[src/rtl/debounce_pkg.sv]
// debounce_pkg
// Shared constants and width helpers for the multi-channel debouncer.
//   clog2_min1        : counter width for a modulus, never less than 1 bit
//   TICK_DIV_BOARD    : sample divider for a 50 MHz board clock (1 ms tick)
//   TICK_DIV_SIM      : short divider used when simulating
//   tick_cnt_board_t  : tick counter type at the board divider
//   stable_cnt_default_t : stability counter type at the default qualify length
package debounce_pkg;

  localparam int TICK_DIV_BOARD     = 50000;
  localparam int TICK_DIV_SIM       = 4;
  localparam int STABLE_CNT_DEFAULT = 30;

  // A modulus of 1 still needs a one-bit counter so vectors never collapse to zero width.
  function automatic int clog2_min1(input int value);
    int width;
    width = 1;
    if (value > 1) width = $clog2(value);
    return width;
  endfunction

  localparam int TICK_CNT_W_BOARD     = clog2_min1(TICK_DIV_BOARD);
  localparam int STABLE_CNT_W_DEFAULT = clog2_min1(STABLE_CNT_DEFAULT);

  typedef logic [TICK_CNT_W_BOARD-1:0]     tick_cnt_board_t;
  typedef logic [STABLE_CNT_W_DEFAULT-1:0] stable_cnt_default_t;

endpackage

[src/rtl/debounce_tick.sv]
// debounce_tick
// Shared sample-strobe divider. The counter runs 0..TICK_DIV-1 and wraps;
// tick is high for the single clk in which the counter sits at TICK_DIV-1,
// so the first strobe is consumed TICK_DIV clks after reset release.
//   clk  : system clock
//   rst  : asynchronous reset, active low
//   tick : one-clk sample strobe
module debounce_tick
  import debounce_pkg::*;
#(
  parameter int TICK_DIV = TICK_DIV_BOARD
) (
  input  logic clk,
  input  logic rst,
  output logic tick
);

  localparam int               CNT_W    = clog2_min1(TICK_DIV);
  localparam logic [CNT_W-1:0] CNT_LAST = CNT_W'(TICK_DIV - 1);

  logic [CNT_W-1:0] cnt_q;
  logic [CNT_W-1:0] cnt_d;

  always_comb begin
    cnt_d = cnt_q + 1'b1;
    if (cnt_q == CNT_LAST) cnt_d = '0;
  end

  always_ff @(posedge clk or negedge rst) begin
    if (!rst) cnt_q <= '0;
    else      cnt_q <= cnt_d;
  end

  assign tick = (cnt_q == CNT_LAST);

endmodule

[src/rtl/debounce_multi.sv]
// debounce_multi
// N-channel push-button debouncer. All channels share one sample strobe; each
// channel has a 2-flop synchroniser, a stability counter, a debounced level and
// registered one-clk rise/fall pulses. A level only flips after the synchronised
// input has differed from it on STABLE_CNT consecutive ticks.
// Optional auto-repeat for held keys is built when DEBOUNCE_REPEAT_EN is defined;
// otherwise key_rep is tied low and REPEAT_DELAY/REPEAT_RATE have no effect.
//   clk      : system clock
//   rst      : asynchronous reset, active low
//   btn      : raw asynchronous inputs, 1 = pressed
//   key      : debounced level per channel
//   key_rise : one-clk pulse on key 0->1
//   key_fall : one-clk pulse on key 1->0
//   key_rep  : one-clk auto-repeat pulse while key is held
//   tick     : shared sample strobe
module debounce_multi
  import debounce_pkg::*;
#(
  parameter int N_CH         = 4,
  parameter int TICK_DIV     = TICK_DIV_BOARD,
  parameter int STABLE_CNT   = STABLE_CNT_DEFAULT,
  parameter int REPEAT_DELAY = 500,
  parameter int REPEAT_RATE  = 100
) (
  input  logic            clk,
  input  logic            rst,
  input  logic [N_CH-1:0] btn,
  output logic [N_CH-1:0] key,
  output logic [N_CH-1:0] key_rise,
  output logic [N_CH-1:0] key_fall,
  output logic [N_CH-1:0] key_rep,
  output logic            tick
);

  localparam int               STB_W    = clog2_min1(STABLE_CNT);
  localparam logic [STB_W-1:0] STB_LAST = STB_W'(STABLE_CNT - 1);

`ifdef DEBOUNCE_REPEAT_EN
  localparam int               REP_MAX   = (REPEAT_DELAY > REPEAT_RATE) ? REPEAT_DELAY : REPEAT_RATE;
  localparam int               REP_W     = clog2_min1(REP_MAX + 1);
  localparam logic [REP_W-1:0] REP_FIRST = REP_W'(REPEAT_DELAY);
  localparam logic [REP_W-1:0] REP_NEXT  = REP_W'(REPEAT_RATE);
`endif

  debounce_tick #(
    .TICK_DIV (TICK_DIV)
  ) u_tick (
    .clk  (clk),
    .rst  (rst),
    .tick (tick)
  );

  logic [N_CH-1:0] sync1_q, sync1_d;
  logic [N_CH-1:0] sync2_q, sync2_d;

  // The synchroniser runs every clk so the sampled value is never stale by more than two clks.
  always_comb begin
    sync1_d = btn;
    sync2_d = sync1_q;
  end

  always_ff @(posedge clk or negedge rst) begin
    if (!rst) begin
      sync1_q <= '0;
      sync2_q <= '0;
    end else begin
      sync1_q <= sync1_d;
      sync2_q <= sync2_d;
    end
  end

  for (genvar i = 0; i < N_CH; i++) begin : g_ch
    logic [STB_W-1:0] cnt_q, cnt_d;
    logic             key_q, key_d;
    logic             rise_q, rise_d;
    logic             fall_q, fall_d;
    logic             flip_now;

    // Any tick on which the input agrees with the level restarts qualification,
    // which also keeps the counter from ever passing STABLE_CNT-1.
    always_comb begin
      cnt_d    = cnt_q;
      key_d    = key_q;
      rise_d   = 1'b0;
      fall_d   = 1'b0;
      flip_now = 1'b0;
      if (tick) begin
        if (sync2_q[i] == key_q) begin
          cnt_d = '0;
        end else if (cnt_q == STB_LAST) begin
          flip_now = 1'b1;
          key_d    = sync2_q[i];
          cnt_d    = '0;
          rise_d   = sync2_q[i];
          fall_d   = ~sync2_q[i];
        end else begin
          cnt_d = cnt_q + 1'b1;
        end
      end
    end

    always_ff @(posedge clk or negedge rst) begin
      if (!rst) begin
        cnt_q  <= '0;
        key_q  <= 1'b0;
        rise_q <= 1'b0;
        fall_q <= 1'b0;
      end else begin
        cnt_q  <= cnt_d;
        key_q  <= key_d;
        rise_q <= rise_d;
        fall_q <= fall_d;
      end
    end

    assign key[i]      = key_q;
    assign key_rise[i] = rise_q;
    assign key_fall[i] = fall_q;

`ifdef DEBOUNCE_REPEAT_EN
    logic [REP_W-1:0] rep_cnt_q, rep_cnt_d;
    logic [REP_W-1:0] rep_inc;
    logic             rep_armed_q, rep_armed_d;
    logic             rep_q, rep_d;

    // The counter measures ticks since the last pulse (or since the press); the
    // armed flag switches the target from the initial delay to the repeat rate.
    // A tick that drops the key clears the counter instead of pulsing, so no
    // repeat ever lines up with key_fall.
    always_comb begin
      rep_cnt_d   = rep_cnt_q;
      rep_armed_d = rep_armed_q;
      rep_d       = 1'b0;
      rep_inc     = rep_cnt_q + 1'b1;
      if (!key_q || flip_now) begin
        rep_cnt_d   = '0;
        rep_armed_d = 1'b0;
      end else if (tick) begin
        if (rep_inc == (rep_armed_q ? REP_NEXT : REP_FIRST)) begin
          rep_d       = 1'b1;
          rep_cnt_d   = '0;
          rep_armed_d = 1'b1;
        end else begin
          rep_cnt_d = rep_inc;
        end
      end
    end

    always_ff @(posedge clk or negedge rst) begin
      if (!rst) begin
        rep_cnt_q   <= '0;
        rep_armed_q <= 1'b0;
        rep_q       <= 1'b0;
      end else begin
        rep_cnt_q   <= rep_cnt_d;
        rep_armed_q <= rep_armed_d;
        rep_q       <= rep_d;
      end
    end

    assign key_rep[i] = rep_q;
`endif
  end

`ifndef DEBOUNCE_REPEAT_EN
  assign key_rep = '0;
`endif

endmodule

[config.mk]
export PLATFORM = sky130hd
export DESIGN_NAME = debounce_multi
export DESIGN_NICKNAME = d
export VERILOG_FILES = /design/src/rtl/debounce_pkg.sv /design/src/rtl/debounce_tick.sv /design/src/rtl/debounce_multi.sv
export SDC_FILE = /design/constraint.sdc
export NUM_CORES = 1
export LEC_CHECK = 0
export BUFFER_PORTS_ARGS = -buffer_cell sky130_fd_sc_hd__buf_2
export CORE_UTILIZATION = 25
export DETAILED_ROUTE_END_ITERATION = 6
export SYNTH_ARGS = -nofsm -noshare
export SYNTH_HDL_FRONTEND = slang
export SYNTH_SLANG_ARGS = --single-unit
[constraint.sdc]
create_clock -name clk -period 3.7 [get_ports clk]
set_input_delay 0.555 -clock clk [delete_from_list [all_inputs] [get_ports clk]]
set_output_delay 0.555 -clock clk [all_outputs]
set_load 0.005 [all_outputs]
==> metrics.csv <==
stage,metric,value,unit
route,max layer used,met4,
worst_hold_path,Hold Path Sink,sync1_q[2],
timing,worst hold slack,0.3455,ns
worst_setup_path,worst path bufs/invs,2,
clock_network,total CTS buffers,5,
layout,Final Instance Area,2889,um2
layout,Area Overhead vs Synth,8.404,%
place,Area after DPL,2796,um2
timing,RSZ-0062 raised after global routing,false,
route,DR DRC count,0,
route,M1 WL,2098,um
logic_synthesis,Synth Flop Type,dfrtp_1,
layout,fillers,1089,
timing,Period minus WS final,2.726,ns
floorplanning,die width,105.3,um
route,total number of vias,1738,
worst_hold_path,HP Class,in -> reg,
logic_synthesis,syn_area_per_cell,10.97,um2
logic_synthesis,Yosys warnings,0,
clock_network,H-tree depth,2,
clock_network,setup bufs post-CTS,0,
timing,post-route setup TNS,0,ns
clock_network,CTS Buffer Depth,2,
layout,register area,1401,um2
route,average routed wire per standard cell,11.66,um
worst_setup_path,Critical Path End Type,output port,
outcome,status,"finished, final reports clean",
floorplanning,Initial Util,25.82,%
timing,relative slew slack,40.97,%
grt,grt ovf,0,
worst_setup_path,WS Path Type,reg -> out,
power_and_ir_drop,post-layout power,0.9919,mW
logic_synthesis,Netlist cell types,40,
power_and_ir_drop,Leak,1.321,nW
clock_network,CTS tree,yes,
route,Routed WL,4525,um
timing,worst slew pin tran,0.8855,ns
timing,Final Skew,0.004144,ns
floorplanning,Die H,105.3,um
route,DR iter-0 viols,76,
grt,first-pass GRT wire length,8079,um
worst_setup_path,worst-path fanout max,27,
grt,largest net degree at the start of global routing,41,
timing,fin worst setup slack,0.9739,ns
clock_network,root buffer cell,clkbuf_8,
worst_setup_path,slowest CP cell,inv_2,
logic_synthesis,Post-Syn Area,2665,um2
clock_network,latest clock arrival within the worst-skew pair,0.31,ns
worst_setup_path,Reg-to-Reg Start,u_tick.cnt_q[0],
layout,Multi-input gate area,1101,um2
clock_network,CTS resizes,0,
layout,Diodes inserted,0,
route,Final ANT Viol Nets,0,
clock_network,CTS sink count,56,
worst_setup_path,type of origin of the critical path,register,
place,Port Buf Inserts,18,
worst_setup_path,Max stage delay on crit path,0.47,ns
timing,setup violators final,0,
route,vias per std cell,4.479,
worst_setup_path,critical path depth,5,
worst_hold_path,WHS Path Cells,1,
route,met2 routed WL,2206,um
logic_synthesis,post-synthesis sequential area ratio,52.58,%
timing,Final Cycle Share,73.68,%
worst_setup_path,Worst Path Arrival,2.17,ns
floorplanning,Top Ports,23,
route,DR pass1 iterations,4,
grt,gr usage total,9.048,%
place,Placer Congestion,0.7441,
timing,max frequency,366.8,MHz
worst_setup_path,Critical Path RT,3.14,ns
logic_synthesis,async set-reset flop share out of synthesis,100.0,%
worst_setup_path,"setup slack, reg-to-reg",1.34,ns
floorplanning,core area,10320,um2
clock_network,"Reg clk slew, reported paths",0.10,ns
logic_synthesis,Post-synth EDFFs,0,
route,DR WL met3,155,um
logic_synthesis,Synth Register Bits,56,
worst_setup_path,Top Family by Delay on Critical Path,buffers and inverters,
timing,Slew Limit Fails,0,
clock_network,hold_buf cts,0,
place,post-DP HPWL,3005,um
place,pre-CTS setup slack,1.313,ns
timing,Fin. Hold Viols,0,
job,Max-Cap Viols,0,
power_and_ir_drop,pwr dens,343.3,nW/um2
worst_setup_path,crit-path cells,ha_1 -> and3_1 -> nand4_4 -> inv_2 -> buf_2,
power_and_ir_drop,VDD IR-drop max,0.1522,mV
grt,vias in the first global route,1744,
grt,initial antenna violation count,0,
worst_hold_path,Hold Startpoint,btn[2],
layout,Final #Nets,266,
worst_setup_path,RR Endpoint,g_ch[3].key_q,
floorplanning,Core Rows,37,
logic_synthesis,synthesized instance count,243,
layout,layout cell share with drive strength beyond 1,15.87,%
worst_setup_path,Worst R2R Path Depth,6,
floorplanning,die area,11080,um2
## worst reg2reg max path: stages (launching register included)
cell and delay [ns]:
dfrtp_1 0.37, ha_1 0.18, and3_1 0.29, nand4_4 0.34, inv_2 0.48, nand4_1 0.24
mux2_1 0.35
## synth_stat cells (2+ instances only)
| library cell | n | area share (%) |
|---|---|---|
| nand2_1 | 23 | 3.2 |
| and2_1 | 3 | 0.70 |
| buf_2 | 4 | 0.75 |
| a21oi_1 | 2 | 0.38 |
| or4_1 | 7 | 2.0 |
| o21ai_0 | 11 | 2.1 |
| dfrtp_1 | 56 | 53 |
| nand4_1 | 4 | 0.94 |
| or3_1 | 2 | 0.47 |
| nand3_1 | 21 | 3.9 |
| mux2_2 | 3 | 1.3 |
| o2bb2ai_1 | 5 | 1.6 |
| xor2_1 | 8 | 2.6 |
| nor2_1 | 11 | 1.5 |
| nand2b_1 | 6 | 1.4 |
| or2_2 | 3 | 0.70 |
| and4_1 | 3 | 0.99 |
| buf_4 | 17 | 4.8 |
| o31ai_1 | 3 | 0.85 |
| ha_1 | 9 | 4.2 |
| and3_1 | 4 | 0.94 |
| nor3b_1 | 8 | 2.3 |
| inv_1 | 6 | 0.85 |
| xnor2_1 | 8 | 2.6 |
## cells by family (layout without fill, tap and decap cells)
| kind of cell | after synthesis | after routing | share of synthesized area, % |
|---|---|---|---|
| AND/OR/NAND/NOR | 101 | 101 | 22.16 |
| flip-flops | 56 | 56 | 52.58 |
| AO/OA/AOI/OAI | 28 | 28 | 7.418 |
| buffers and inverters | 28 | 34 | 6.526 |
| XOR/XNOR | 16 | 16 | 5.258 |
| adder cells (fa/ha/maj) | 9 | 9 | 4.225 |
| multiplexers | 4 | 4 | 1.690 |
| other | 1 | 4 | 0.1407 |
## power breakdown
group | internal [mW] | switching, mW
clock network | 0.150 | 0.199
logic | 0.00621 | 0.0180
registers | 0.616 | 0.00270
total | 0.772 | 0.220
## worst max-delay path by stage
stage                               start  endpoint  slack, ns
after global routing      u_tick.cnt_q[0]      tick       0.76
final                     u_tick.cnt_q[0]      tick       0.97
after detailed placement  u_tick.cnt_q[0]      tick       1.31
after CTS                 u_tick.cnt_q[0]      tick       0.95
after global placement    u_tick.cnt_q[0]      tick       1.36
after floorplan           u_tick.cnt_q[0]      tick       1.83
## metal layers
| layer | vias up | track usage (%) |
|---|---|---|
| met5 | - | 0 |
| met1 | 863 | 11.24 |
| met2 | 25 | 15.13 |
| li1 | 844 | - |
| met3 | 6 | 2.226 |
| met4 | 0 | 3.421 |
## registers in the layout, indices dropped and copies added (netlist names)
| signal | count |
|---|---|
| g_ch.cnt_q | 20 |
| u_tick.cnt_q | 16 |
| g_ch.fall_q | 4 |
| g_ch.key_q | 4 |
| g_ch.rise_q | 4 |
| sync1_q | 4 |
| sync2_q | 4 |
## area by class of cell
cell class / count / share of cell area, %
clock buffer: 6 / 2.858
timing repair buffer: 19 / 3.378
multi-input combinational: 162 / 38.11
inverter: 7 / 0.9095
clock inverter: 2 / 0.3465
tap: 136 / 5.890
sequential: 56 / 48.51
## cells in the final DEF, fill, tap and decap left out, types with 2 or more instances in the layout
cell type  count
dfrtp_1       56
nand2_1       23
nand3_1       21
buf_2         18
nor2_1        11
o21ai_0       11
ha_1           9
xor2_1         8
xnor2_1        8
nor3b_1        8
or4_1          7
inv_1          6
nand2b_1       6
clkbuf_8       6
o2bb2ai_1      5
and3_1         4
nand4_1        4
conb_1         4
and2_1         3
o31ai_1        3
and4_1         3
mux2_2         3
or2_2          3
a21oi_1        2
or3_1          2
clkinv_2       2
## per-stage QoR
stage	std cells	util, %
global placement	380	27.09
finish	388	27.98
global route	388	27.98
detailed placement	380	27.09
CTS	388	27.98
floorplan	246	-
(Power assumes the default switching activity.)
